[src/rtl/alu_dispatch.sv]
// Serial issue/writeback controller for a combinational ALU with an 8x32 register file.
// Optional load-immediate support is enabled by defining ALU_DISPATCH_LOADI_EN.
module alu_dispatch #(
  parameter int         REGS     = 8,
  parameter logic [4:0] LOADI_OP = 5'd31
) (
  input  logic        clk,
  input  logic        rst_n,
  input  logic        in_valid,
  output logic        in_ready,
  input  logic [4:0]  in_op,
  input  logic [2:0]  in_rd,
  input  logic [2:0]  in_rs1,
  input  logic [2:0]  in_rs2,
  input  logic [31:0] in_imm,
  output logic [31:0] alu_a,
  output logic [31:0] alu_b,
  output logic [4:0]  alu_op,
  input  logic [31:0] alu_c,
  input  logic        alu_flag,
  output logic        done,
  output logic        flag,
  output logic        err,
  input  logic        err_clr,
  input  logic [2:0]  dbg_addr,
  output logic [31:0] dbg_data
);

  typedef enum logic [1:0] {IDLE, EXEC, DONE} state_t;

  state_t                 state_q, state_d;
  logic [REGS-1:0][31:0]  rf_q, rf_d;
  logic [2:0]             rd_q, rd_d;
  logic [31:0]            a_q, a_d, b_q, b_d;
  logic [4:0]             op_q, op_d;
  logic                   rdy_q, rdy_d, done_q, done_d;
  logic                   flag_q, flag_d, err_q, err_d;
  logic                   is_alu, is_ldi, err_set;

  assign is_alu = (in_op <= 5'd3);
`ifdef ALU_DISPATCH_LOADI_EN
  assign is_ldi = (in_op == LOADI_OP);
`else
  logic unused_imm;
  assign is_ldi     = 1'b0;
  assign unused_imm = ^{in_imm, LOADI_OP};
`endif

  always_comb begin
    state_d = state_q;
    rf_d    = rf_q;
    rd_d    = rd_q;
    a_d     = a_q;
    b_d     = b_q;
    op_d    = op_q;
    rdy_d   = rdy_q;
    done_d  = 1'b0;
    flag_d  = flag_q;
    err_set = 1'b0;
    case (state_q)
      IDLE: begin
        if (in_valid) begin
          if (is_alu) begin
            a_d     = rf_q[in_rs1];
            b_d     = rf_q[in_rs2];
            op_d    = in_op;
            rd_d    = in_rd;
            rdy_d   = 1'b0;
            state_d = EXEC;
          end else if (is_ldi) begin
            rf_d[in_rd] = in_imm;
            rdy_d       = 1'b0;
            done_d      = 1'b1;
            state_d     = DONE;
          end else begin
            err_set = 1'b1;
          end
        end
      end
      EXEC: begin
        rf_d[rd_q] = alu_c;
        flag_d     = alu_flag;
        done_d     = 1'b1;
        state_d    = DONE;
      end
      default: begin
        rdy_d   = 1'b1;
        state_d = IDLE;
      end
    endcase
    // r0 is hardwired to zero; any write to it is dropped here
    rf_d[0] = '0;
    err_d   = err_set ? 1'b1 : (err_clr ? 1'b0 : err_q);
  end

  always_ff @(posedge clk or negedge rst_n) begin
    if (!rst_n) begin
      state_q <= IDLE;
      rf_q    <= '0;
      rd_q    <= '0;
      a_q     <= '0;
      b_q     <= '0;
      op_q    <= '0;
      rdy_q   <= 1'b1;
      done_q  <= 1'b0;
      flag_q  <= 1'b0;
      err_q   <= 1'b0;
    end else begin
      state_q <= state_d;
      rf_q    <= rf_d;
      rd_q    <= rd_d;
      a_q     <= a_d;
      b_q     <= b_d;
      op_q    <= op_d;
      rdy_q   <= rdy_d;
      done_q  <= done_d;
      flag_q  <= flag_d;
      err_q   <= err_d;
    end
  end

  assign in_ready = rdy_q;
  assign alu_a    = a_q;
  assign alu_b    = b_q;
  assign alu_op   = op_q;
  assign done     = done_q;
  assign flag     = flag_q;
  assign err      = err_q;
  assign dbg_data = rf_q[dbg_addr];

endmodule

[config.mk]
export PLATFORM = sky130hd
export DESIGN_NAME = alu_dispatch
export DESIGN_NICKNAME = d
export VERILOG_FILES = /design/src/rtl/alu_dispatch.sv
export SDC_FILE = /design/constraint.sdc
export NUM_CORES = 1
export LEC_CHECK = 0
export CORE_MARGIN = 2
export CORE_UTILIZATION = 57
export DETAILED_ROUTE_END_ITERATION = 10
export PLACE_DENSITY = 0.81
export SLEW_MARGIN = 10
export SYNTH_ARGS = -nofsm -noshare
export SYNTH_HDL_FRONTEND = slang
export SYNTH_SLANG_ARGS = --single-unit
export TNS_END_PERCENT = 20
[constraint.sdc]
create_clock -name clk -period 2.1 [get_ports clk]
set_input_delay 0.42 -clock clk [delete_from_list [all_inputs] [get_ports clk]]
set_output_delay 0.42 -clock clk [all_outputs]
set_load 0.005 [all_outputs]
==> impl_metrics.yaml, run 1 <==
drt:
  wl_met3_um: 4200
  avgViaCountPerCell: 6.54
  drt-initial-drc-count: 1419
  drcViolationCount: 0
  first_pass_iters: 5
  wl_met1_um: 19000
  ant_nets: 0
  top_layer: "met4"
  routed_wl_um: 49700
  wl_met2_um: 24500
  wl_per_cell_um: 24.4
  vias: 13319
power_and_ir_drop:
  power-per-cell-area_nw_per_um2: 906
  p_sw_mw: 5.59
  p_leak_nw: 9.85
  ir_drop_v: 0.000633
  p_int_mw: 13.6
  pwr-share-comb: 0.274
  clockPowerShare: 0.313
  total_power_mw: 19.2
  switching_share: 0.291
  seqPwrFrac: 0.413
critical_path:
  crit_fanout: 4
  critPathLaunchType: "flop"
  end_kind: "output port"
  cp.required_ns: 1.68
  crit_type: "reg2out"
  worst-endpoint-arrival_ns: 1.75
die:
  ioPinCount: 191
  die_area_sq_um: 29700
  coreArea_sq_um: 27900
  die_h_um: 172
  die_w_um: 172
  initial_core_util: 0.581
  rows: 61
sta:
  hold_viol: 0
  timing.final.ws_setup_ns: -0.0668
  max_freq_ghz: 0.462
  rsz0062_at_grt: "true"
  setup_violations: 6
  tns_ns: -0.135
  drv_slew: 0
  finClkSkew_ns: 0.0212
  fin_crit_sh: 1.03
  finalHoldWorstSlack_ns: 0.440
  finalCriticalPeriod_ns: 2.17
  slew_headroom: 0.624
  max_slew.worst_pin.slew_ns: 0.564
yosys:
  syn_avg_cell_area_sq_um: 12.3
  seq_area_frac_synth: 0.467
  synth.area.top_cells: "dfrtp_1 (47%), mux2_2 (20%), mux2i_1 (8.3%)"
  yosys.area.top_type_share: 0.466
  synth_xor_area_frac: 0
  syn_nets: 1399
  synthMuxAreaShare: 0.354
  yosys_warnings: 0
  synthesis.area_sq_um: 16200
  synth_cell_types: 35
  yosysTopAreaCell: "dfrtp_1"
  synth_compound_area_frac: 0.106
  yosys.area_share.adder: 0
  ys_ff_latch: 302
  synthCells: 1313
  synthSimpleGateAreaFrac: 0.0405
  synth_top_family_by_area: "multiplexers"
cts:
  cts_tree: "built"
  cts_buffer_depth: 3
  clkSlewWorstSetupHoldPaths_ns: 0.06
  clock_sinks: 302
  numCtsBuffers: 35
  clock_latency_ns: 0.53
  cts_htree_levels: 2
  clock-root-buffer: "clkbuf_16"
final_layout:
  drive_gt1_frac: 0.443
  final_cell_mix: "dfrtp_1 (301), mux2_2 (284), buf_4 (196)"
  fill_cells: 1619
  nNetsFinal: 1719
  final_common_cell: "dfrtp_1"
  final_core_util: 0.762
  syn2layout_area_growth_pct: 31.2
worst_hold_path:
  min_path_type: "in2reg"
job:
  max-cap-violations: 0
global_route:
  grt_max_degree: 68
  grt-ovfl-total: 0
  grt_antenna_before_repair: 1
  grt_use_total: 0.340
  grt_pass1_wl_um: 77800
  grt_pass1_vias: 14081
place:
  gp_congestion: 0.878
  port_buffers: 158
  hpwl_um: 30300
  place_ws_ns: -0.464
run_status:
  violations: "negative setup slack"
  outcome: "finished, violations left"
synthesized netlist by cell type:
library cell  count
nand2_1         115
a22oi_1          31
o22ai_1          64
a221oi_1         57
nand2b_1          4
mux2_4           30
nor2_1           12
a21oi_1           8
dfrtp_1         301
dfstp_2           1
and3_1            1
nand3_1           1
nand3b_1          2
nor3b_1           1
mux2_1            1
clkbuf_2          1
nor3_1            1
clkbuf_1         41
a211oi_1          8
mux2i_1         134
mux4_2           32
and2_1            5
o21ai_0          96
buf_2            51
nor2b_1           2
mux2_2          284
and2b_1           1
nor2b_4           1
or3_1             1
nor3b_2           3
nand2_2           1
buf_6             3
inv_1             2
buf_4             3
buf_1            14
final timing paths:
path                             from           to  slack, ns  cells after the start
max                         rf_q[230]  dbg_data[6]      -0.07                      4
min reg2reg                 alu_b[16]    alu_b[16]       0.47                      2
max in group asynchronous       rst_n    rf_q[221]       0.93                      3
min in group asynchronous       rst_n         flag       0.47                      2
min                          in_op[1]    alu_op[1]       0.44                      3
max reg2reg                state_q[1]     rf_q[49]       0.23                      5
logic make-up (layout without fill, tap and decap cells):
family,after synthesis,in the layout
flops,302,302
other cells,0,1
compound gates,264,264
buf+inv,115,458
simple gates,151,151
mux,481,481
power by group through the flow:
stage               logic [mW]  clock network (mW)  registers (mW)
floorplan                 2.58                   0            7.79
global placement          4.38                   0            8.00
detailed placement        4.52                   0            8.08
CTS                       5.12                6.04            7.85
global route              5.66                6.32            8.05
finish                    5.27                6.02            7.94
stage by stage:
stage / instances / instance area, sq um
4_1_cts: 2030 / 21100
3_5_place_dp: 1868 / 19300
2_1_floorplan: 1313 / 16200
5_1_grt: 2035 / 21200
6_report: 2035 / 21200
3_3_place_gp: 1868 / 19300
state kept, by name, summed over array words and instances (netlist names):
signal,flops
rf_q,224
alu_a,32
alu_b,32
alu_op,5
rd_q,3
state_q,2
done,1
err,1
flag,1
in_ready,1
critical path, stage by stage, from the launching register on:
cell and delay, ns:
dfrtp_1 0.42, mux4_2 0.52, nand2_2 0.10, o21ai_2 0.06, buf_2 0.13
cell type report:
cell class / instances / area, sq um / share of cell area
antenna: 1 / 2.50 / 0.000118
clock buffer: 48 / 965 / 0.0455
clock inverter: 12 / 160 / 0.00755
inverter: 2 / 7.51 / 0.000354
multi-input combinational: 896 / 8310 / 0.392
sequential: 302 / 7560 / 0.356
tap: 378 / 473 / 0.0223
timing repair buffer: 396 / 3750 / 0.177
what timing repair did:
action | in CTS | in global routing
resized for setup | 135 | 59
endpoints found under the hold margin | 52 | 0
buffers inserted | 104 | 4
pin swaps | 8 | 17
hold buffers | 1 | 0
endpoints found under the setup margin | 32 | 32
metal layers:
layer,track usage,vias up
met5,0,-
met4,0.164,0
met1,0.433,6714
met3,0.0616,193
li1,-,5602
met2,0.564,810
(Power assumes the default switching activity.)
==> inputs of run 2 (changes only) <==
==> constraint.sdc (replaced) <==
create_clock -name clk -period 2.2 [get_ports clk]
set_input_delay 0.44 -clock clk [delete_from_list [all_inputs] [get_ports clk]]
set_output_delay 0.44 -clock clk [all_outputs]
set_load 0.005 [all_outputs]
==> run 2 against run 1 <==
The run still ends with negative setup slack left. Clock power shrank 13%. Combinational power is 6.1% lower. Power decreased by 7.6%. Routed wire length down 3.2%. Critical path depth stayed put. Highest routed layer unchanged.
==> impl_metrics.yaml, run 2 (synthesis gave the netlist of run 1 again) <==
run_status:
  outcome: "finished, violations left"
  violations: "negative setup slack"
drt:
  avgViaCountPerCell: 6.51
  vias: 13170
  wl_met2_um: 23500
  first_pass_iters: 5
  wl_met3_um: 3880
  drt-initial-drc-count: 1284
  wl_per_cell_um: 23.8
  ant_nets: 0
  wl_met1_um: 18900
  top_layer: "met4"
  routed_wl_um: 48100
  drcViolationCount: 0
sta:
  rsz0062_at_grt: "true"
  finClkSkew_ns: 0.00805
  setup_violations: 2
  finalCriticalPeriod_ns: 2.23
  hold_viol: 0
  max_slew.worst_pin.slew_ns: 0.588
  max_freq_ghz: 0.448
  finalHoldWorstSlack_ns: 0.403
  drv_slew: 0
  slew_headroom: 0.608
  fin_crit_sh: 1.01
  timing.final.ws_setup_ns: -0.0320
place:
  dp_cells: 1853
  dpl_cell_area_sq_um: 19200
  gp_congestion: 0.896
  port_buffers: 158
  hpwl_um: 29200
final_layout:
  largest_register: "rf_q"
  final_core_util: 0.752
  final_cells: 2023
  fill_cells: 1652
  drive_gt1_frac: 0.422
  final_cell_mix: "dfrtp_1 (301), mux2_2 (284), buf_4 (189)"
  largest_reg_flops: 224
  syn2layout_area_growth_pct: 29.4
  final_common_cell: "dfrtp_1"
  final_area_sq_um: 20900
  nNetsFinal: 1706
critical_path:
  crit_type: "reg2out"
  end_kind: "output port"
  crit_fanout: 2
  critPathLaunchType: "flop"
  worst-endpoint-arrival_ns: 1.79
  cp.required_ns: 1.76
die:
  coreArea_sq_um: 27900
  die_w_um: 172
  die_h_um: 172
  initial_core_util: 0.581
  rows: 61
  die_area_sq_um: 29700
  ioPinCount: 191
cts:
  cts_buffer_depth: 3
  clock_latency_ns: 0.56
  cts_htree_levels: 1
  clkSlewWorstSetupHoldPaths_ns: 0.07
  cts_tree: "built"
  numCtsBuffers: 31
  clock_sinks: 302
  clock-root-buffer: "clkbuf_16"
power_and_ir_drop:
  power-per-cell-area_nw_per_um2: 849
  ir_drop_v: 0.000695
  p_leak_nw: 9.70
job:
  max-cap-violations: 0
global_route:
  grt_pass1_wl_um: 75200
  grt_antenna_before_repair: 1
  grt_max_degree: 94
  grt-ovfl-total: 0
  grt_use_total: 0.328
  grt_pass1_vias: 13685
worst_hold_path:
  min_path_type: "in2reg"
==> run 2: cell types whose count changed in the layout (fill, tap and decap cells not counted), moves of 3 or more <==
cell | previous run | this run
o21ai_2 | 19 | 9
o21ai_0 | 67 | 75
buf_2 | 22 | 12
nand2_2 | 20 | 8
nand2_1 | 96 | 108
clkbuf_8 | 4 | 8
a22oi_1 | 23 | 26
clkbuf_16 | 35 | 31
clkbuf_2 | 11 | 21
buf_4 | 196 | 189
a22oi_2 | 8 | 5
==> run 2: critical path: stages, from the launching register on <==
cell and delay, ns:
dfrtp_1 0.41, mux4_2 0.52, nand2_2 0.09, o21ai_2 0.07, buf_2 0.14
==> run 2: final timing paths <==
| check | depth (start not counted) | from | endpoint | slack (ns) |
|---|---|---|---|---|
| setup / recovery | 4 | rf_q[254] | dbg_data[30] | -0.03 |
| hold / removal | 3 | in_rd[0] | rd_q[0] | 0.40 |
| setup reg to reg | 5 | state_q[1] | rf_q[49] | 0.28 |
| hold reg to reg | 2 | alu_a[4] | alu_a[4] | 0.48 |
| max in group asynchronous | 3 | rst_n | rf_q[108] | 0.99 |
| min in group asynchronous | 2 | rst_n | flag | 0.44 |
==> run 2: report_power, final <==
group	switching (mW)	internal (mW)	total, mW
clock	2.17	3.10	5.26
combinational	2.02	2.93	4.95
sequential	0.919	6.64	7.56
==> run 2: cell type report <==
| class | count | area [sq um] | share of cell area |
|---|---|---|---|
| Clock buffer | 50 | 927 | 0.0443 |
| Multi-Input combinational cell | 896 | 8230 | 0.393 |
| Antenna cell | 1 | 2.50 | 0.000120 |
| Timing Repair Buffer | 387 | 3650 | 0.174 |
| Clock inverter | 7 | 88.8 | 0.00424 |
| Sequential cell | 302 | 7560 | 0.361 |
| Tap cell | 378 | 473 | 0.0226 |
| Inverter | 2 | 7.51 | 0.000359 |
==> run 2: what timing repair did <==
| item | CTS | global route |
|---|---|---|
| hold buffers | 1 | 0 |
| gates resized for setup | 108 | 43 |
| setup endpoints to repair | 32 | 31 |
| cloned | 0 | 0 |
| buffers inserted | 107 | 7 |
| hold endpoints to repair | 56 | 0 |
| pin swaps | 6 | 1 |
==> run 2: metrics by stage <==
stage                     setup TNS [ns]  power, mW  setup WS [ns]
after global placement             -9.87       11.8         -0.435
after CTS                          -1.24       17.7        -0.0722
after global routing              -0.396       18.5        -0.0626
after floorplan                        0       9.90          0.146
after detailed placement          -10.53       12.0         -0.449
final                            -0.0473       17.8        -0.0320
==> run 2: metal layers <==
metal  track usage  vias to the layer above
met5             0                        -
met4         0.148                        0
met1         0.415                     6683
met2         0.549                      754
li1              -                     5578
met3        0.0609                      155
